## src/rtl/digit_pattern_gen.sv

```systemverilog
// Seven-segment digit test-pattern generator.
// Streams an H_ACT x V_ACT raster over a valid/ready handshake and draws
// NUM_DIGITS BCD digits as seven-segment glyphs (ink = 0/black, bg = 1/white).
// Ports:
//   clk, rst_n           clock, asynchronous active-low reset
//   en                   run request (dropping it mid-frame drains the frame)
//   digit_in/digit_load  BCD digits (cell 0 in MSBs) captured into a shadow
//   out_valid/out_ready  pixel handshake
//   xpos, ypos           pixel coordinates
//   monoc, monoc_fall    pixel colour bit and bg->ink transition within row
//   color_rgb            RGB565 colour following monoc
//   sof, eol, eof        first pixel of frame, last of row, last of frame
//   frame_cnt            completed-frame counter (mod 4)
module digit_pattern_gen #(
    parameter int unsigned H_ACT      = 640,
    parameter int unsigned V_ACT      = 480,
    parameter int unsigned NUM_DIGITS = 4,
    parameter int unsigned CELL_W     = 64,
    parameter int unsigned CELL_H     = 128,
    parameter int unsigned SEG_T      = 8,
    parameter int unsigned GAP        = 32,
    parameter int unsigned X0         = 64,
    parameter int unsigned Y0         = 176
) (
    input  logic                    clk,
    input  logic                    rst_n,
    input  logic                    en,
    input  logic [4*NUM_DIGITS-1:0] digit_in,
    input  logic                    digit_load,
    output logic                    out_valid,
    input  logic                    out_ready,
    output logic [10:0]             xpos,
    output logic [10:0]             ypos,
    output logic                    monoc,
    output logic                    monoc_fall,
    output logic [15:0]             color_rgb,
    output logic                    sof,
    output logic                    eol,
    output logic                    eof,
    output logic [1:0]              frame_cnt
);

    localparam int unsigned CW    = 11;
    localparam int unsigned BW    = 16;
    localparam int unsigned DW    = 4 * NUM_DIGITS;
    localparam int unsigned KW    = $clog2(NUM_DIGITS + 1);
    localparam int unsigned PITCH = CELL_W + GAP;
    localparam int unsigned HALF  = CELL_H / 2;

    typedef enum logic [1:0] {S_IDLE, S_RUN, S_DRAIN} state_t;

    state_t          state_q, state_d;
    // Generator position: the next pixel to be issued.
    logic [CW-1:0]   gx_q, gx_d, gy_q, gy_d;
    logic [KW-1:0]   gk_q, gk_d;
    logic [BW-1:0]   gbase_q, gbase_d;
    logic [DW-1:0]   shadow_q, shadow_d, active_q, active_d;
    // Presented pixel.
    logic            out_valid_q, out_valid_d;
    logic [CW-1:0]   xpos_q, xpos_d, ypos_q, ypos_d;
    logic            monoc_q, monoc_d, monoc_fall_q, monoc_fall_d;
    logic [15:0]     color_q, color_d;
    logic            sof_q, sof_d, eol_q, eol_d, eof_q, eof_d;
    logic [1:0]      frame_cnt_q, frame_cnt_d;

    logic [BW-1:0]   cx, cy;
    logic            in_x, in_y, origin, top, left, right, ink;
    logic [DW-1:0]   frame_digits;
    logic [3:0]      cur_digit;
    logic [6:0]      segs, regions;
    logic            xfer, can_issue, last_xfer, issue;

    // Ink evaluation for the generator position (cx tracked via running cell base).
    always_comb begin
        cx        = BW'(gx_q) - gbase_q;
        cy        = BW'(gy_q) - BW'(Y0);
        in_x      = (gk_q < KW'(NUM_DIGITS)) && (BW'(gx_q) >= gbase_q) && (cx < BW'(CELL_W));
        in_y      = (BW'(gy_q) >= BW'(Y0)) && (BW'(gy_q) < BW'(Y0 + CELL_H));
        origin    = (gx_q == '0) && (gy_q == '0);
        // A load landing on the (0,0) issue takes effect for that frame.
        frame_digits = origin ? shadow_d : active_q;
        cur_digit = 4'hF;
        for (int unsigned i = 0; i < NUM_DIGITS; i++) begin
            if (gk_q == KW'(i)) cur_digit = frame_digits[4*(NUM_DIGITS-1-i) +: 4];
        end
        case (cur_digit)            // {a,b,c,d,e,f,g}
            4'd0:    segs = 7'b1111110;
            4'd1:    segs = 7'b0110000;
            4'd2:    segs = 7'b1101101;
            4'd3:    segs = 7'b1111001;
            4'd4:    segs = 7'b0110011;
            4'd5:    segs = 7'b1011011;
            4'd6:    segs = 7'b1011111;
            4'd7:    segs = 7'b1110000;
            4'd8:    segs = 7'b1111111;
            4'd9:    segs = 7'b1111011;
            default: segs = 7'b0000000;
        endcase
        top     = cy < BW'(HALF);
        left    = cx < BW'(SEG_T);
        right   = cx >= BW'(CELL_W - SEG_T);
        regions = {cy < BW'(SEG_T),
                   right & top,
                   right & ~top,
                   cy >= BW'(CELL_H - SEG_T),
                   left & ~top,
                   left & top,
                   (cy >= BW'(HALF - SEG_T/2)) && (cy < BW'(HALF + SEG_T/2))};
        ink     = in_x && in_y && (|(segs & regions));
    end

    // Next-state, issue and datapath update.
    always_comb begin
        state_d      = state_q;
        gx_d         = gx_q;
        gy_d         = gy_q;
        gk_d         = gk_q;
        gbase_d      = gbase_q;
        shadow_d     = digit_load ? digit_in : shadow_q;
        active_d     = active_q;
        out_valid_d  = out_valid_q;
        xpos_d       = xpos_q;
        ypos_d       = ypos_q;
        monoc_d      = monoc_q;
        monoc_fall_d = monoc_fall_q;
        color_d      = color_q;
        sof_d        = sof_q;
        eol_d        = eol_q;
        eof_d        = eof_q;
        frame_cnt_d  = frame_cnt_q;
        issue        = 1'b0;

        xfer      = out_valid_q && out_ready;
        can_issue = !out_valid_q || out_ready;
        last_xfer = xfer && eof_q;

        case (state_q)
            S_IDLE: begin
                if (en) begin
                    state_d = S_RUN;
                    issue   = can_issue;
                end
            end
            S_RUN: begin
                issue = can_issue && !(last_xfer && !en);
                if (!en) state_d = last_xfer ? S_IDLE : S_DRAIN;
            end
            S_DRAIN: begin
                issue = can_issue && !last_xfer;
                if (last_xfer) state_d = S_IDLE;
            end
            default: state_d = S_IDLE;
        endcase

        if (last_xfer) frame_cnt_d = frame_cnt_q + 2'd1;
        if (xfer)      out_valid_d = 1'b0;

        if (issue) begin
            out_valid_d  = 1'b1;
            xpos_d       = gx_q;
            ypos_d       = gy_q;
            monoc_d      = !ink;
            // monoc_q still holds the previous pixel of this row when gx != 0.
            monoc_fall_d = ink && (gx_q != '0) && monoc_q;
            color_d      = ink ? 16'h0000 : 16'hffff;
            sof_d        = origin;
            eol_d        = gx_q == CW'(H_ACT - 1);
            eof_d        = (gx_q == CW'(H_ACT - 1)) && (gy_q == CW'(V_ACT - 1));
            if (origin) active_d = shadow_d;
            if (gx_q == CW'(H_ACT - 1)) begin
                gx_d    = '0;
                gk_d    = '0;
                gbase_d = BW'(X0);
                gy_d    = (gy_q == CW'(V_ACT - 1)) ? '0 : gy_q + CW'(1);
            end else begin
                gx_d = gx_q + CW'(1);
                if (in_x && (cx == BW'(CELL_W - 1))) begin
                    gk_d    = gk_q + KW'(1);
                    gbase_d = gbase_q + BW'(PITCH);
                end
            end
        end
    end

    // State and output registers.
    always_ff @(posedge clk or negedge rst_n) begin
        if (!rst_n) begin
            state_q      <= S_IDLE;
            gx_q         <= '0;
            gy_q         <= '0;
            gk_q         <= '0;
            gbase_q      <= BW'(X0);
            shadow_q     <= '1;
            active_q     <= '1;
            out_valid_q  <= 1'b0;
            xpos_q       <= '0;
            ypos_q       <= '0;
            monoc_q      <= 1'b1;
            monoc_fall_q <= 1'b0;
            color_q      <= 16'hffff;
            sof_q        <= 1'b0;
            eol_q        <= 1'b0;
            eof_q        <= 1'b0;
            frame_cnt_q  <= '0;
        end else begin
            state_q      <= state_d;
            gx_q         <= gx_d;
            gy_q         <= gy_d;
            gk_q         <= gk_d;
            gbase_q      <= gbase_d;
            shadow_q     <= shadow_d;
            active_q     <= active_d;
            out_valid_q  <= out_valid_d;
            xpos_q       <= xpos_d;
            ypos_q       <= ypos_d;
            monoc_q      <= monoc_d;
            monoc_fall_q <= monoc_fall_d;
            color_q      <= color_d;
            sof_q        <= sof_d;
            eol_q        <= eol_d;
            eof_q        <= eof_d;
            frame_cnt_q  <= frame_cnt_d;
        end
    end

    assign out_valid  = out_valid_q;
    assign xpos       = xpos_q;
    assign ypos       = ypos_q;
    assign monoc      = monoc_q;
    assign monoc_fall = monoc_fall_q;
    assign color_rgb  = color_q;
    assign sof        = sof_q;
    assign eol        = eol_q;
    assign eof        = eof_q;
    assign frame_cnt  = frame_cnt_q;

endmodule

```

## config.mk

```make
export PLATFORM = sky130hd
export DESIGN_NAME = digit_pattern_gen
export DESIGN_NICKNAME = d
export VERILOG_FILES = /design/src/rtl/digit_pattern_gen.sv
export SDC_FILE = /design/constraint.sdc
export NUM_CORES = 1
export LEC_CHECK = 0
export CAP_MARGIN = 20
export CORE_ASPECT_RATIO = 1.25
export CORE_MARGIN = 4
export CORE_UTILIZATION = 50
export DETAILED_ROUTE_END_ITERATION = 6
export PLACE_DENSITY_LB_ADDON = 0.25
export SLEW_MARGIN = 20
export SYNTH_ARGS = -nofsm -noshare
export SYNTH_HDL_FRONTEND = slang
export SYNTH_SLANG_ARGS = --single-unit
```

## constraint.sdc

```tcl
create_clock -name clk -period 7.88 [get_ports clk]
set_input_delay 1.182 -clock clk [delete_from_list [all_inputs] [get_ports clk]]
set_output_delay 1.182 -clock clk [all_outputs]
set_load 0.005 [all_outputs]
```

### Word-level counts from Yosys, hierarchy flattened

Memory sizes are Yosys's and may differ from the RTL's.
Index checks and enable logic that the tools add are counted.

* mux-type cells: 22
* reduce and logical (&&, ||, !) cells: 33
* add/subtract/negate cells: 7
* equal/unequal tests: 11
* order comparisons: 12
* bitwise operators: 6

Operator list (count)
* 2-to-1 mux 16 bit: 5
* less-than comparator 16 x 7 -> 1 bit (second input constant): 3
* greater-or-equal comparator 16 x 6 -> 1 bit (second input constant): 2
* less-than comparator 16 x 4 -> 1 bit (second input constant): 2
* adder 11 x 1 -> 11 bit (second input constant): 2
* logical NOT 11 bit: 2
* 2-to-1 mux 11 bit: 2
* adder 16 x 7 -> 16 bit (second input constant): 1
* == test 16 x 6 -> 1 bit (second input constant): 1
* greater-or-equal comparator 11 x 16 -> 1 bit: 1
* greater-or-equal comparator 16 x 7 -> 1 bit (second input constant): 1
* logical AND 1 bit: 16
* 2-to-1 mux 4 bit: 4
* subtractor 11 x 16 -> 16 bit: 1
* subtractor 11 x 8 -> 12 bit (second input constant): 1
* == test 11 x 10 -> 1 bit (second input constant): 1
* == test 11 x 9 -> 1 bit (second input constant): 1
* greater-or-equal comparator 11 x 8 -> 1 bit (second input constant): 1
* less-than comparator 11 x 9 -> 1 bit (second input constant): 1
* nonzero test 11 bit: 1
* 2-to-1 mux 2 bit: 4
* AND 7 bit: 1
* OR reduction 7 bit: 1
* == test 3 x 2 -> 1 bit (second input constant): 2
* other kinds (20): 34

* register bits after elaboration: 121
* word-level logic and storage cells: 109
* memory bits (read-only): 112
* bits of input ports: 21
* memories kept: 1

Memories
* (name not given): depth 16, width 7, rd ports 1, clocked after Yosys merged registers in 0, wr ports 0, RTL line 86 `case (cur_digit)`

### Depth between registers and ports, before layout

An unclocked memory read counts as a cell.

* depth in word-level cells: 13
* mapped depth: 19
* gate-level depth less buffers: 19

### Worst setup path after synthesis

No wires, ideal clock.

* path kind: input-to-reg
* start point: input port digit_load
* end point: register monoc_fall_q, in the netlist monoc_fall
* cell stages on the path: 16
* path slack: 3448 ps
* required time: 7749 ps
* data arrival time: 4301 ps
* path buffers: 2
* cells stage by stage: clkbuf_1 -> clkbuf_1 -> mux2i_1 -> nor2_1 -> a2111oi_0 -> nor3_1 -> a21oi_1 -> nor2_1 -> a21oi_1 -> ha_1 -> o21ai_0 -> o21a_1 -> a211oi_1 -> or3_1 -> a311oi_2 -> o31ai_1

* cells in the longest elaborated chain, start to end: 12

RTL lines
* from (decl): RTL line 29 `input logic digit_load,`
* 2-to-1 mux 16 bit *: RTL line 119 `shadow_d = digit_load ? digit_in : shadow_q;`
* 2-to-1 mux 16 bit *
* 2-to-1 mux 4 bit (3 in a row): RTL line 84 `if (gk_q == KW'(i)) cur_digit = frame_digits[4*(NUM_DIGITS-1-i) +: 4];`
* 2-to-1 mux 4 bit *: RTL line 84
* memory (16 x 7 bit) *
* AND 7 bit *: RTL line 109 `ink = in_x && in_y && (|(segs & regions));`
* OR reduction 7 bit *: RTL line 109
* logical AND 1 bit *: RTL line 109
* logical AND 1 bit * (2 in a row): RTL line 164 `monoc_fall_d = ink && (gx_q != '0) && monoc_q;`
* to (signal assigned): RTL line 217 `monoc_fall_q <= monoc_fall_d;`
* to (decl): RTL line 61 `logic monoc_q, monoc_d, monoc_fall_q, monoc_fall_d;`

Mark *: on every way between the ends. The rest lies on a longest branch, timed or not.
A chain may end at the register's enable or synchronous reset.

### Final worst setup path

Same ends and word-level chain as after synthesis.

==> flow_summary.ini <==
[sta]
slew_viol_final = 0
finalHoldViolCount = 0
fmax_mhz = 203
relSlewSlack_pct = 44.5
worst_clock_skew_ns = 0.00710
worstMarginPinSlew_ns = 0.831
finalCriticalPeriod_ns = 4.92
rsz0062_at_grt = false
finalSetupViolations = 0
period_share_pct = 62.4
timing.hold.ws_ns = 0.476
fin_tns_setup_ns = 0

[drt]
dr.pass1.iters = 5
drtIter0Drc = 277
via_count = 4622
drc = 0
detail-route-antenna-nets = 0
via_per_inst = 5.72
totalWireLength_um = 13100
routedWlPerCell_um = 16.3

[critical_path]
crit_arrival_ns = 5.13
cp.depth = 15
rr_endpoint = monoc_fall
path_cells = clkdlybuf4s50_1, mux2i_1, nor2_1, a2111oi_0, nor3_1, a21oi_1, nor2_1, a21oi_1, ha_1, o21ai_0, o21a_1, a211oi_1, or3_1, a311oi_2, o31ai_1
critical_path.top_delay_family = compound AO/OA/AOI/OAI gates
crit_buf_inv = 1
r2r_slack_ns = 3.23
worstSetupEndpointType = flop
worst_setup_path_start_kind = input pin
critPathRequiredTime_ns = 8.09
r2r-start = gy_q[9]
cp_slowest_stage_delay_ns = 0.98
crit_type = in2reg
ff2ff_path_depth = 15
cpMaxStageDelayCell = clkdlybuf4s50_1
crit_path_max_fanout = 16

[synthesis]
yosys.area.top_type = dfrtp_1
syn-cell-area_mm2 = 0.00584
synth_edf_count = 0
synth_flop_cell = dfrtp_1
yosysUniqueCellTypes = 72
yosys-top-cells-area = dfrtp_1 28%, dfstp_2 15%, ha_1 7.3%
synth_top_cell_area_share_pct = 28.3
async_flop_share_pct = 100
yosys_warnings = 0
ys_seq_area_share_pct = 43.5
netlist_instances = 628
avgSynthCellArea_um2 = 9.31
ys_seq_elements = 100
syn-num-nets = 683

[final_layout]
regArea_mm2 = 0.00254
nets = 723
multi_input_area_mm2 = 0.00294
fin_cells = 808
drive_above_1_share_pct = 12.8
area_delta_synth_final_pct = 15.8
diodes = 0
layout_common_cells = 106 x nand2_1, 66 x dfrtp_1, 65 x clkdlybuf4s50_1
final_common_cell = nand2_1
fillers = 962

[min_path]
holdPathEnd = frame_cnt[1]
hold_class = reg2reg
min_path_cells = 1
hp-start = frame_cnt[1]

[run_status]
status = complete, no violations

[power]
total_power_mw = 1.48
powerDensity_mw_per_mm2 = 219
p_leak_nw = 3.02
peakVddDrop_mv = 0.208

[global_routing]
grt_pass1_vias = 4851
grt_max_degree = 60
grtUsageTotal_pct = 20.4
grt_first_pass_wirelength_um = 22800
antenna_found_initial = 0
grt.overflow.total = 0

[floorplan]
die_h_um = 129
initial_core_util_pct = 52.0
core_mm2 = 0.0112
fp-row-count = 43
die_x_um = 105
ios = 67
dieArea_mm2 = 0.0135

[clocking]
cts_sinks = 100
cts-root-buf = clkbuf_16
cts_tree = built
clock_latency_ns = 0.34
cts_max_level = 3
cts_buffers = 9
ctsHoldBuffers = 0
cts_buffer_depth = 2
cts_resized = 0
clk_pin_slew_ns = 0.07
post_cts_buffers = 0

[place]
port_buffers = 66
gp_congestion = 0.919
place_inst = 792
hpwl_um = 9450

[job]
max_cap_violations = 0
## kinds of logic after synthesis
logic type | count (synthesis) | share of synthesized area [%]
adder cells (fa/ha/maj) | 34 | 7.28
XOR/XNOR | 27 | 4.05
flip-flops | 100 | 43.5
buffers and inverters | 76 | 6.19
AND/OR/NAND/NOR | 240 | 19.8
multiplexers | 30 | 5.48
other | 2 | 0.129
AO/OA/AOI/OAI | 119 | 13.5
## per-layer routing
layer / up-vias / track usage (%) / wire [um]
met1: 2248 / 25.3 / 5700
met5: - / 0 / 0
li1: 2236 / - / -
met2: 117 / 36.0 / 6650
met4: 0 / 8.57 / 280
met3: 21 / 2.91 / 512
## registers in the layout, summed over array words and instances, names as in the netlist, 3 cells and up
signal,cells
gy_q,11
gk_q,3
shadow_q,16
active_q,16
ypos,11
xpos,11
gbase_q,11
gx_q,11
## cell usage after synthesis, drive strengths merged (10+ instances only)
cell type	number
and3	11
mux2i	14
xnor2	17
buf	20
dfrtp	66
a21oi	18
dfstp	34
nor2	42
inv	35
clkbuf	21
nand2	107
xor2	10
ha	34
mux2	16
o21ai	45
nand3	16
nor3	11
## power by group
group / internal [mW] / switching (mW) / leakage, nW / total (mW)
registers: 0.573 / 0.0540 / 1.23 / 0.627
logic: 0.178 / 0.241 / 1.65 / 0.419
clock network: 0.246 / 0.190 / 0.140 / 0.437
## through the flow
stage / area [um^2] / worst slack [ns] / utilization [%]
final: 6770 / 2.96 / 60.2
after global routing: 6770 / 2.62 / 60.2
after CTS: 6770 / 3.04 / 60.2
after detailed placement: 6480 / 2.68 / 57.6
after floorplan: 5840 / 3.45 / -
after global placement: 6480 / 2.90 / 57.6
## final cells by class
class                      instances  area share, %
clock inverter                     6          0.943
tap                              135           2.50
timing repair buffer              70           10.2
sequential                       100           37.6
multi-input combinational        452           43.5
inverter                          35           1.94
clock buffer                      10           3.38
## worst max-delay path by stage
stage	start	end	slack [ns]
2_1_floorplan	digit_load	monoc_fall	3.45
3_3_place_gp	digit_load	monoc_fall	2.90
3_5_place_dp	digit_load	monoc_fall	2.68
4_1_cts	digit_load	monoc_fall	3.04
5_1_grt	digit_load	monoc_fall	2.62
6_report	digit_load	monoc_fall	2.96
Power figures use the tool's default switching activity.
